$ cat src/rtl/reg_file_mp_if.sv
// Bus bundle for reg_file_mp: clear control, masked write port and NUM_RD read ports.
// The master side (producer/consumers) drives requests; the slave side is the register file.
interface reg_file_mp_if #(
  parameter int DATA_WIDTH = 10,
  parameter int ADDR_WIDTH = 2,
  parameter int NUM_RD     = 2
);

  logic                         clr;
  logic                         busy;
  logic                         wr_en;
  logic [ADDR_WIDTH-1:0]        w_addr;
  logic [DATA_WIDTH-1:0]        w_data;
  logic [DATA_WIDTH-1:0]        w_mask;
  logic                         wr_drop;
  logic [NUM_RD*ADDR_WIDTH-1:0] r_addr;
  logic [NUM_RD*DATA_WIDTH-1:0] r_data;

  modport master (
    output clr,
    output wr_en,
    output w_addr,
    output w_data,
    output w_mask,
    output r_addr,
    input  busy,
    input  wr_drop,
    input  r_data
  );

  modport slave (
    input  clr,
    input  wr_en,
    input  w_addr,
    input  w_data,
    input  w_mask,
    input  r_addr,
    output busy,
    output wr_drop,
    output r_data
  );

endinterface

$ cat src/rtl/reg_file_mp.sv
// Multi-read-port register file with bit-masked writes and optional write-through bypass.
// A two-state FSM sweeps CLR_VAL into every entry after reset or on a clear request;
// during the sweep writes are dropped and all read ports return CLR_VAL.
module reg_file_mp #(
  parameter int                    DATA_WIDTH = 10,
  parameter int                    ADDR_WIDTH = 2,
  parameter int                    NUM_RD     = 2,
  parameter int                    REG_RD     = 0,
  parameter int                    BYPASS     = 1,
  parameter logic [DATA_WIDTH-1:0] CLR_VAL    = '0
) (
  input  logic         clk,
  input  logic         rst_n,
  reg_file_mp_if.slave bus
);

  localparam int DEPTH = 1 << ADDR_WIDTH;

  typedef enum logic {
    ST_IDLE  = 1'b0,
    ST_CLEAR = 1'b1
  } state_t;

  state_t                state_d, state_q;
  logic [ADDR_WIDTH-1:0] ptr_d, ptr_q;

  // Storage array; contents are initialised by the sweep, never by reset.
  logic [DATA_WIDTH-1:0] mem_q [DEPTH];

  logic                  busy;
  logic                  wr_acc;
  logic [DATA_WIDTH-1:0] wr_old;
  logic [DATA_WIDTH-1:0] wr_merged;

  logic                  mem_we;
  logic [ADDR_WIDTH-1:0] mem_waddr;
  logic [DATA_WIDTH-1:0] mem_wdata;

  // Clear-sweep FSM: next state and sweep pointer.
  always_comb begin
    state_d = state_q;
    ptr_d   = ptr_q;
    case (state_q)
      ST_IDLE: begin
        if (bus.clr) begin
          state_d = ST_CLEAR;
          ptr_d   = '0;
        end
      end
      ST_CLEAR: begin
        // clr is ignored here so a re-pulse never lengthens the sweep.
        ptr_d = ptr_q + ADDR_WIDTH'(1);
        if (&ptr_q) begin
          state_d = ST_IDLE;
        end
      end
      default: begin
        state_d = ST_CLEAR;
        ptr_d   = '0;
      end
    endcase
  end

  // FSM state register; reset lands in CLEAR so the array is swept after power-up.
  always_ff @(posedge clk or negedge rst_n) begin
    if (!rst_n) begin
      state_q <= ST_CLEAR;
      ptr_q   <= '0;
    end else begin
      state_q <= state_d;
      ptr_q   <= ptr_d;
    end
  end

  assign busy        = (state_q == ST_CLEAR);
  assign wr_acc      = !busy && !bus.clr && bus.wr_en;
  assign wr_old      = mem_q[bus.w_addr];
  assign wr_merged   = (wr_old & ~bus.w_mask) | (bus.w_data & bus.w_mask);
  assign bus.busy    = busy;
  assign bus.wr_drop = bus.wr_en & (busy | bus.clr);

  // Single array write port shared between the sweep and accepted user writes.
  always_comb begin
    mem_we    = 1'b0;
    mem_waddr = bus.w_addr;
    mem_wdata = wr_merged;
    if (busy) begin
      mem_we    = 1'b1;
      mem_waddr = ptr_q;
      mem_wdata = CLR_VAL;
    end else if (wr_acc) begin
      mem_we    = 1'b1;
    end
  end

  // Array write; unmasked bits are preserved through the read-modify-merge above.
  always_ff @(posedge clk) begin
    if (mem_we) begin
      mem_q[mem_waddr] <= mem_wdata;
    end
  end

  // Independent read ports.
  genvar gi;
  generate
    for (gi = 0; gi < NUM_RD; gi++) begin : g_rd
      logic [ADDR_WIDTH-1:0] ra;
      logic [DATA_WIDTH-1:0] rd_old;
      logic [DATA_WIDTH-1:0] rd_new;

      assign ra     = bus.r_addr[gi*ADDR_WIDTH +: ADDR_WIDTH];
      assign rd_old = mem_q[ra];

      // Write-through: forward the merged word when this port hits the accepted write.
      always_comb begin
        rd_new = rd_old;
        if ((BYPASS != 0) && wr_acc && (ra == bus.w_addr)) begin
          rd_new = wr_merged;
        end
      end

      if (REG_RD == 0) begin : g_comb
        assign bus.r_data[gi*DATA_WIDTH +: DATA_WIDTH] = busy ? CLR_VAL : rd_new;
      end else begin : g_reg
        logic [DATA_WIDTH-1:0] rd_d, rd_q;

        // Registered read value; CLR_VAL while the sweep is running.
        always_comb begin
          rd_d = rd_new;
          if (busy) begin
            rd_d = CLR_VAL;
          end
        end

        // Read-data register, one cycle of latency.
        always_ff @(posedge clk or negedge rst_n) begin
          if (!rst_n) begin
            rd_q <= '0;
          end else begin
            rd_q <= rd_d;
          end
        end

        assign bus.r_data[gi*DATA_WIDTH +: DATA_WIDTH] = rd_q;
      end
    end
  endgenerate

endmodule

$ cat src/flat_wrapper.sv
// flat-port wrapper written by rule: the top's interface ports become plain ports
module reg_file_mp_flat 
#(
  parameter int                    DATA_WIDTH = 10,
  parameter int                    ADDR_WIDTH = 2,
  parameter int                    NUM_RD     = 2,
  parameter int                    REG_RD     = 0,
  parameter int                    BYPASS     = 1,
  parameter logic [DATA_WIDTH-1:0] CLR_VAL    = '0
)
  (clk, rst_n, bus_clr, bus_wr_en, bus_w_addr, bus_w_data, bus_w_mask, bus_r_addr, bus_busy, bus_wr_drop, bus_r_data);
  reg_file_mp_if #(.DATA_WIDTH(DATA_WIDTH), .ADDR_WIDTH(ADDR_WIDTH), .NUM_RD(NUM_RD)) bus_i ();
  input  logic clk;
  input  logic rst_n;
  input wire logic [$bits(bus_i.clr)-1:0] bus_clr;
  input wire logic [$bits(bus_i.wr_en)-1:0] bus_wr_en;
  input wire logic [$bits(bus_i.w_addr)-1:0] bus_w_addr;
  input wire logic [$bits(bus_i.w_data)-1:0] bus_w_data;
  input wire logic [$bits(bus_i.w_mask)-1:0] bus_w_mask;
  input wire logic [$bits(bus_i.r_addr)-1:0] bus_r_addr;
  output wire logic [$bits(bus_i.busy)-1:0] bus_busy;
  output wire logic [$bits(bus_i.wr_drop)-1:0] bus_wr_drop;
  output wire logic [$bits(bus_i.r_data)-1:0] bus_r_data;
  assign bus_i.clr = bus_clr;
  assign bus_i.wr_en = bus_wr_en;
  assign bus_i.w_addr = bus_w_addr;
  assign bus_i.w_data = bus_w_data;
  assign bus_i.w_mask = bus_w_mask;
  assign bus_i.r_addr = bus_r_addr;
  assign bus_busy = bus_i.busy;
  assign bus_wr_drop = bus_i.wr_drop;
  assign bus_r_data = bus_i.r_data;
  reg_file_mp #(.DATA_WIDTH(DATA_WIDTH), .ADDR_WIDTH(ADDR_WIDTH), .NUM_RD(NUM_RD), .REG_RD(REG_RD), .BYPASS(BYPASS), .CLR_VAL(CLR_VAL)) u_core (.clk(clk), .rst_n(rst_n), .bus(bus_i));
endmodule
$ cat config.mk
export PLATFORM = sky130hd
export DESIGN_NAME = reg_file_mp_flat
export DESIGN_NICKNAME = d
export VERILOG_FILES = /design/src/rtl/reg_file_mp_if.sv /design/src/rtl/reg_file_mp.sv /design/src/flat_wrapper.sv
export SDC_FILE = /design/constraint.sdc
export NUM_CORES = 1
export LEC_CHECK = 0
export ABC_AREA = 1
export BUFFER_PORTS_ARGS = -buffer_cell sky130_fd_sc_hd__clkbuf_2
export CORE_MARGIN = 1.5
export CORE_UTILIZATION = 49
export CTS_CLUSTER_DIAMETER = 40
export DETAILED_ROUTE_END_ITERATION = 8
export PLACE_DENSITY = 0.79
export SKIP_CTS_REPAIR_TIMING = 1
export SYNTH_ARGS = -nofsm -noshare
export SYNTH_HDL_FRONTEND = slang
export SYNTH_SLANG_ARGS = --single-unit
$ cat constraint.sdc
create_clock -name clk -period 2.07 [get_ports clk]
set_clock_uncertainty 0.15 [all_clocks]
set_input_delay 0.1035 -clock clk [delete_from_list [all_inputs] [get_ports clk]]
set_output_delay 0.1035 -clock clk [all_outputs]
set_load 0.01 [all_outputs]
==> out/qor.yml, run 1 <==
status:
  outcome: "completed"
grt:
  grt_max_degree: 21
  grt_pass1_vias: 3153
  grt_pass1_wl_mm: 15.3
  antenna_found_initial: 0
  grt_usage: 0.281
  grt-ovfl-total: 0
yosys:
  ys_warn_count: 0
  syn-num-nets: 495
  synth_commonest_cells: "nand2_1 (185), nand3_1 (70), inv_1 (63)"
  synth_edf_count: 40
  synth_top_area_share: 0.381
  synthTopCellsByArea: "edfxtp_1 (38%), nand2_1 (22%), nand3_1 (11%)"
  synth-simple-area-share: 0.428
  ys_seq_area_frac: 0.406
  synthAdderAreaFrac: 0.00397
  synth_compound_area_frac: 0.0397
  synth_ff_type: "edfxtp_1"
  netlist_instances: 464
  yosys.area.top_type: "edfxtp_1"
  synthXorXnorAreaFrac: 0
  async_reset_ff_frac: 0.0698
  synth.most_common_cell: "nand2_1"
  synth_top_family_by_area: "simple AND/OR/NAND/NOR gates"
  yosysUniqueCellTypes: 23
  synth-seq-cells: 43
  synthMuxAreaShare: 0
  postSynthAreaPerCell_um2: 6.79
  mappedNetlistArea_um2: 3150
drt:
  first_pass_iters: 5
  totalWireLength_mm: 9.60
  drt_iter0_drc: 405
  post-route-drc-count: 0
  viasPerCell: 5.53
  post_drt_wl_per_cell_um: 15.8
  drtAntennaViolNets: 0
  num_vias: 3355
power:
  p_per_area_nw_per_um2: 1100
  leakage_nw: 1.97
  vdd.ir_drop.worst_uv: 737
clock_tree:
  cts_tree: "done"
  clkTransAtPathRegs_ps: 90
  cts_max_level: 2
  cts_root_buffer: "clkbuf_8"
  cts_buffer_depth: 2
  cts_buffers: 5
  cts_sinks: 43
  clkLatencyLatePin_ps: 300
setup_path:
  critPathKind: "register to output pin"
  cp-end-kind: "output pin"
  cp_max_fo: 6
  crit_start: "u_core.bus.busy"
  crit_required_ps: 1820
  worstPathArrival_ps: 1820
  r2r-start: "u_core.bus.busy"
  start_kind: "register"
timing:
  rsz0062_at_grt: "yes"
  fin_crit_sh: 1.00
  final.min_clock_period_ps: 2070
  timing.fmax_ghz: 0.483
  setup_viol: 0
  relSlewSlack: 0.748
  tightest_slew_ps: 377
  slew_viol_final: 0
  tns_ps: 0
  hold_viol_final: 0
place:
  port-buffer-count: 51
  dp.cells: 593
  hpwl_mm: 6.66
  gp_congestion: 0.894
die:
  fp.dieH_um: 83.2
  initial_core_util: 0.502
  num_io_pins: 52
  dieWidth_um: 83.2
  row_count: 29
  die_area_um2: 6920
  design.core.area_um2: 6280
finish:
  antenna_cells: 0
  synthToLayoutAreaGrowth_pct: 19.1
  stdcell_count: 607
  n_fill_cell: 562
  seqCellArea_um2: 1280
  final_util: 0.597
  drive_gt1_frac: 0.253
  fin_nets: 560
  multiInputGateArea_um2: 1530
worst_hold_path:
  min-delay-start: "bus_clr"
  min_path_type: "input pin to register"
run:
  cap_violations: 0
==> placed cells by master (no fill, tap or decap), drive strengths merged <==
master and instances:
edfxtp 40, dfstp 1, nand2 206, clkbuf 51, dfrtp 2, o21ai 4
nor2 13, dlygate4sd3 2, buf 33, inv 65, nor3 4, a21oi 21
nand3 72, ha 1, clkinv 1, or2 10, clkinvlp 4
==> worst max-delay path, stage by stage, from the launching register on <==
cell and delay, ps:
dfstp_2 620, clkinv_4 90, nand2_8 80, nor2_8 40, nand3_4 110, clkinvlp_4 210, a21oi_2 200, buf_2 160
==> cell families after synthesis <==
family	after synthesis
and+or+nand+nor	305
buffers and inverters	90
DFF	43
AOI/OAI and AO/OA	25
adders and majority gates	1
==> final cells by class <==
cell class / count / share of cell area
Timing Repair Buffer: 81 / 0.130
Multi-Input combinational cell: 331 / 0.408
Sequential cell: 43 / 0.341
Clock buffer: 5 / 0.0184
Timing Repair inverter: 1 / 0.00200
Tap cell: 77 / 0.0257
Inverter: 66 / 0.0684
Clock inverter: 3 / 0.00634
==> registers in the layout, indices dropped and copies added, names as in the netlist <==
| signal | flops |
|---|---|
| u_core.ptr_q | 2 |
| u_core.mem_q | 40 |
| u_core.bus.busy | 1 |
==> worst paths after layout <==
| path | slack (ps) | cells past startpoint | to |
|---|---|---|---|
| max | 0.5 | 7 | bus_r_data[14] |
| min | 0.4 | 4 | u_core.ptr_q[1] |
| max reg2reg | 60 | 6 | u_core.mem_q[0][1] |
| min reg2reg | 430 | 2 | u_core.bus.busy |
| max in group asynchronous | 1110 | 3 | u_core.ptr_q[1] |
| min in group asynchronous | 130 | 2 | u_core.bus.busy |
==> routing by layer <==
metal	part of all wire	vias to the layer above	track usage	wire length [um]
met4	0.035	0	0.129	337
li1	-	1578	-	-
met2	0.45	233	0.450	4360
met5	0	-	0	0
met3	0.11	44	0.0447	1030
met1	0.40	1500	0.376	3870
==> stage by stage <==
stage / area (um^2) / hold slack [ps] / setup WS (ps) / total power [mW]
floorplan: 3150 / -342 / -183 / 2.82
finish: 3750 / 0.411 / 0.529 / 4.12
global placement: 3560 / -247 / 249 / 3.38
CTS: 3650 / -574 / 1.35 / 4.00
global route: 3750 / 22.5 / -42.8 / 4.38
detailed placement: 3560 / -246 / 153 / 3.45
==> where the power goes <==
part / switching, mW / internal (mW)
clock: 0.319 / 0.242
combinational: 1.13 / 0.667
sequential: 0.292 / 1.46
total: 1.74 / 2.37
Power figures use the tool's default switching activity.
==> inputs of run 2 (changes only) <==
CORE_UTILIZATION = 50   (was 49)
PLACE_DENSITY = 0.8   (was 0.79)
==> out/qor.yml, run 2 (synthesis results as in run 1) <==
status:
  outcome: "completed"
worst_hold_path:
  min-delay-start: "bus_clr"
  hold_path_end: "u_core.ptr_q[1]"
  min_path_type: "input pin to register"
  min_path_cells: 4  # unchanged
power:
  leakage_nw: 1.96  # -0.23%
  power_mw: 4.01  # -2.6%
  p_per_area_nw_per_um2: 1070  # -2.4%
  vdd.ir_drop.worst_uv: 472  # -36%
timing:
  timing.fmax_ghz: 0.486  # +0.62%
  setup_viol: 0  # unchanged
  final.min_clock_period_ps: 2060  # -12.7 ps
  hold_viol_final: 0  # unchanged
  tightest_slew_ps: 379  # +1.75 ps
  fin_crit_sh: 0.994  # -0.00613
  rsz0062_at_grt: "yes"
  whs_ps: 8.25  # +7.84 ps
  relSlewSlack: 0.747  # -0.00117
  slew_viol_final: 0  # unchanged
setup_path:
  slowest_delay_ps: 590  # -30 ps
  cp_max_fo: 5  # -1
  r2r_setup_slack_ps: 200  # +140 ps
  crit_required_ps: 1820  # about the same
  path_delay_family: "flip-flops"
  start_kind: "register"
  r2r-start: "u_core.bus.busy"
  r2r_end: "u_core.mem_q[3][0]"
  crit_slowest_cell: "dfstp_2"
  cp-end-kind: "output pin"
  cp.depth: 7  # unchanged
  reg2reg_depth: 4  # -2
  worstPathArrival_ps: 1800  # -20 ps
  crit_buf_inv: 3  # unchanged
  crit_chain: "clkinv_4 -> nand2_8 -> nor2_8 -> nand3_4 -> clkinvlp_4 -> a21oi_2 -> clkbuf_2"
  critPathKind: "register to output pin"
drt:
  post_drt_wl_per_cell_um: 15.8  # -0.28%
  viasPerCell: 5.43  # -1.7%
  drt_iter0_drc: 424  # +4.7%
  post-route-drc-count: 0  # unchanged
  drtAntennaViolNets: 0  # unchanged
  totalWireLength_mm: 9.52  # -0.77%
  first_pass_iters: 6  # +1
  num_vias: 3281  # -2.2%
finish:
  stdcell_count: 604  # -0.49%
  layout.cells.most_common_list: "nand2_1 (185), nand3_1 (70), inv_1 (62)"
  multiInputGateArea_um2: 1540  # +0.90%
  drive_gt1_frac: 0.251  # -0.00141
  largest_reg_flops: 40  # unchanged
  seqCellArea_um2: 1280  # unchanged
  antenna_cells: 0  # unchanged
  largest_register: "u_core.mem_q"
  n_fill_cell: 534  # -5.0%
  fin_nets: 559  # -0.18%
  final_common_cell: "nand2_1"
  synthToLayoutAreaGrowth_pct: 18.8
die:
  dieWidth_um: 82.4  # -0.97%
  die_area_um2: 6780  # -1.9%
  row_count: 28  # -3.4%
  design.core.area_um2: 5990  # -4.6%
  initial_core_util: 0.526  # +0.0240
  num_io_pins: 52  # unchanged
  fp.dieH_um: 82.4  # -0.97%
grt:
  grt_max_degree: 21  # unchanged
  antenna_found_initial: 0  # unchanged
  grt_usage: 0.294  # +0.0134
  grt_pass1_wl_mm: 14.3  # -6.6%
  grt-ovfl-total: 0  # unchanged
  grt_pass1_vias: 2962  # -6.1%
run:
  cap_violations: 0  # unchanged
clock_tree:
  cts_sinks: 43  # unchanged
  cts_root_buffer: "clkbuf_8"
  clkLatencyLatePin_ps: 300  # about the same
  cts_buffers: 5  # unchanged
  cts_max_level: 2  # unchanged
  cts_buffer_depth: 2  # unchanged
  cts_tree: "done"
  clkTransAtPathRegs_ps: 80  # about the same
place:
  gp_congestion: 0.919  # +2.9%
  hpwl_mm: 6.52  # -2.1%
  port-buffer-count: 51  # unchanged
  dp.cells: 590  # -0.51%
-- run 2: cell types whose count changed in the layout (fill, tap and decap cells not counted), moves of 2 or more --
cell	change
buf_2	+4
clkbuf_2	-4
a21oi_1	-3
a21oi_2	+3
clkinvlp_4	-2
-- run 2: routing by layer --
metal  vias to the layer above  track usage  part of all wire
li1                       1581            -                 -
met1                      1422        0.387              0.38
met2                       246        0.476              0.46
met3                        32       0.0549              0.14
met4                         0        0.122             0.024
met5                         -            0                 0
-- run 2: power by group --
part	internal [mW]	total, mW	switching, mW
clock	0.236	0.517	0.281
sequential	1.47	1.77	0.307
combinational	0.623	1.72	1.10
-- run 2: final cells by class --
cell class	count	area share
clock buffer	6	0.0194
clock inverter	2	0.00334
inverter	66	0.0685
multi-input combinational	331	0.413
sequential	43	0.341
tap	75	0.0251
timing repair buffer	80	0.128
timing repair inverter	1	0.00201
-- run 2: through the flow --
stage | TNS, ps | setup WS [ps] | instance area (um^2) | util
2_1_floorplan | -5830 | -183 | 3150 | -
3_3_place_gp | 0 | 291 | 3550 | 0.592
3_5_place_dp | 0 | 227 | 3550 | 0.592
4_1_cts | -14.9 | -14.9 | 3630 | 0.606
5_1_grt | -304 | -54.8 | 3740 | 0.625
6_report | 0 | 13.2 | 3740 | 0.625
-- run 2: tightest hold or removal path, cell delays in order --
cell      delay [ps]
clkbuf_2          90
inv_2             60
nand2_8           80
o21ai_0           80
-- run 2: how the worst max path moves through the flow --
stage | from | endpoint | slack (ps)
after floorplan | u_core.bus.busy | u_core.mem_q[0][0] | -180
after global placement | u_core.bus.busy | u_core.mem_q[2][0] | 290
after detailed placement | u_core.bus.busy | u_core.mem_q[3][9] | 230
after CTS | u_core.bus.busy | bus_r_data[10] | -10
after global routing | u_core.bus.busy | bus_r_data[0] | -50
final | u_core.bus.busy | bus_r_data[8] | 10
==> inputs of run 3 (changes only) <==
CORE_ASPECT_RATIO = 1.25   (was not set)
CORE_UTILIZATION = 52   (was 50)
PLACE_DENSITY = 0.82   (was 0.8)
==> out/qor.yml, run 3 (synthesis results as in run 1) <==
setup_path:
  r2r_setup_slack_ps: 150  # -50 ps
  crit_required_ps: 1820  # about the same
  crit_start: "u_core.bus.busy"
  start_kind: "register"
  r2r_end: "u_core.mem_q[0][0]"
  worstPathArrival_ps: 1790  # about the same
  reg2reg_depth: 6  # +2
  cp-end-kind: "output pin"
  crit_path_end: "bus_r_data[4]"
  critPathKind: "register to output pin"
  cp_max_fo: 6  # +1
  r2r-start: "u_core.bus.busy"
die:
  num_io_pins: 52  # unchanged
  fp.dieH_um: 90.0  # +9.3%
  die_area_um2: 6540  # -3.7%
  row_count: 31  # +11%
  dieWidth_um: 72.6  # -12%
  initial_core_util: 0.541  # +0.0156
  design.core.area_um2: 5820  # -2.9%
power:
  vdd.ir_drop.worst_uv: 867  # +84%
  clkPwrFrac: 0.151  # +0.022
  p_sw_mw: 1.66  # -1.3%
  pwr-share-comb: 0.425  # -0.004
  leakage_nw: 1.96  # +0.14%
  power_mw: 4.13  # +3.1%
  seqPwrFrac: 0.425  # -0.017
  swShare: 0.402  # -0.0182
  p_int_mw: 2.47  # +6.4%
  p_per_area_nw_per_um2: 1110  # +3.7%
run:
  cap_violations: 0  # unchanged
finish:
  multiInputGateArea_um2: 1520  # -1.5%
  fin_nets: 558  # -0.18%
  seqCellArea_um2: 1280  # unchanged
  drive_gt1_frac: 0.243  # -0.00853
  stdcell_count: 593  # -1.8%
  synthToLayoutAreaGrowth_pct: 18.2
  largest_register: "u_core.mem_q"
  final_common_cell: "nand2_1"
  antenna_cells: 0  # unchanged
  largest_reg_flops: 40  # unchanged
  n_fill_cell: 515  # -3.6%
  layout.cells.most_common_list: "nand2_1 (185), nand3_1 (70), inv_1 (62)"
  final_cell_area_um2: 3720  # -0.53%
  final_util: 0.640  # +0.0151
timing:
  relSlewSlack: 0.714  # -0.0337
  final.min_clock_period_ps: 2040  # -15.0 ps
  tns_ps: 0  # unchanged
  worst_slack_ps: 28.2  # +15.0 ps
  slew_viol_final: 0  # unchanged
  hold_viol_final: 0  # unchanged
  rsz0062_at_grt: "yes"
  fin_crit_sh: 0.986  # -0.00723
  tightest_slew_ps: 429  # +50.0 ps
  whs_ps: 15.4  # +7.15 ps
  timing.fmax_ghz: 0.490  # +0.73%
  setup_viol: 0  # unchanged
drt:
  num_vias: 3255  # -0.79%
  post-route-drc-count: 0  # unchanged
  viasPerCell: 5.49  # +1.0%
  first_pass_iters: 5  # -1
  drt_iter0_drc: 326  # -23%
  drtAntennaViolNets: 0  # unchanged
  post_drt_wl_per_cell_um: 15.2  # -3.6%
  totalWireLength_mm: 9.01  # -5.4%
clock_tree:
  cts_sinks: 43  # unchanged
  cts_max_level: 2  # unchanged
  clkLatencyLatePin_ps: 300  # about the same
  cts_tree: "done"
  cts_buffer_depth: 2  # unchanged
  cts_buffers: 5  # unchanged
  cts_root_buffer: "clkbuf_8"
  clkTransAtPathRegs_ps: 70  # about the same
grt:
  antenna_found_initial: 0  # unchanged
  grt_pass1_vias: 2911  # -1.7%
  grt-ovfl-total: 0  # unchanged
  grt_max_degree: 21  # unchanged
  grt_usage: 0.277  # -0.0171
  grt_pass1_wl_mm: 13.9  # -2.6%
status:
  outcome: "completed"
place:
  port-buffer-count: 51  # unchanged
  hpwl_mm: 6.43  # -1.4%
  gp_congestion: 0.959  # +4.3%
  dpl_worst_slack_ps: 125  # -102 ps
  placed_cell_area_um2: 3510  # -0.95%
  dp.cells: 578  # -2.0%
worst_hold_path:
  min_path_type: "input pin to register"
-- run 3: cell types whose count changed in the layout (fill, tap and decap cells not counted), sizes merged --
cell,change
bufinv,+1
clkbuf,+5
clkinv,-2
buf,-6
-- run 3: worst min-delay path by stage --
stage	start	end	slack, ps	depth (start not counted)
2_1_floorplan	rst_n	u_core.ptr_q[0]	-340	0
3_3_place_gp	rst_n	u_core.ptr_q[1]	-250	1
3_5_place_dp	rst_n	u_core.ptr_q[0]	-250	1
4_1_cts	rst_n	u_core.ptr_q[0]	-560	1
5_1_grt	bus_clr	u_core.bus.busy	30	5
6_report	bus_clr	u_core.bus.busy	20	5
-- run 3: area by class of cell --
type	count	area share
Clock buffer	6	0.0195
Clock inverter	1	0.00807
Inverter	66	0.0689
Multi-Input combinational cell	331	0.409
Sequential cell	43	0.343
Tap cell	66	0.0222
Timing Repair Buffer	79	0.127
Timing Repair inverter	1	0.00202
-- run 3: routing by layer --
| metal | vias up | track usage | part of all wire |
|---|---|---|---|
| li1 | 1570 | - | - |
| met1 | 1485 | 0.339 | 0.40 |
| met2 | 179 | 0.463 | 0.49 |
| met3 | 21 | 0.0538 | 0.082 |
| met4 | 0 | 0.127 | 0.029 |
| met5 | - | 0 | 0 |
-- run 3: power by group through the flow --
stage / sequential, mW / combinational [mW] / clock, mW
3_3_place_gp: 1.75 / 1.62 / 0
6_report: 1.76 / 1.76 / 0.622
3_5_place_dp: 1.77 / 1.67 / 0
2_1_floorplan: 1.66 / 1.16 / 0
5_1_grt: 1.79 / 1.96 / 0.663
4_1_cts: 1.75 / 1.67 / 0.629
-- run 3: worst max-delay path, cell delays in order, from the launching register on --
cell,delay [ps]
dfstp_2,610
clkinv_4,90
nand2_8,80
nor2_8,40
nand3_4,120
clkinvlp_4,240
a21oi_2,170
buf_2,140
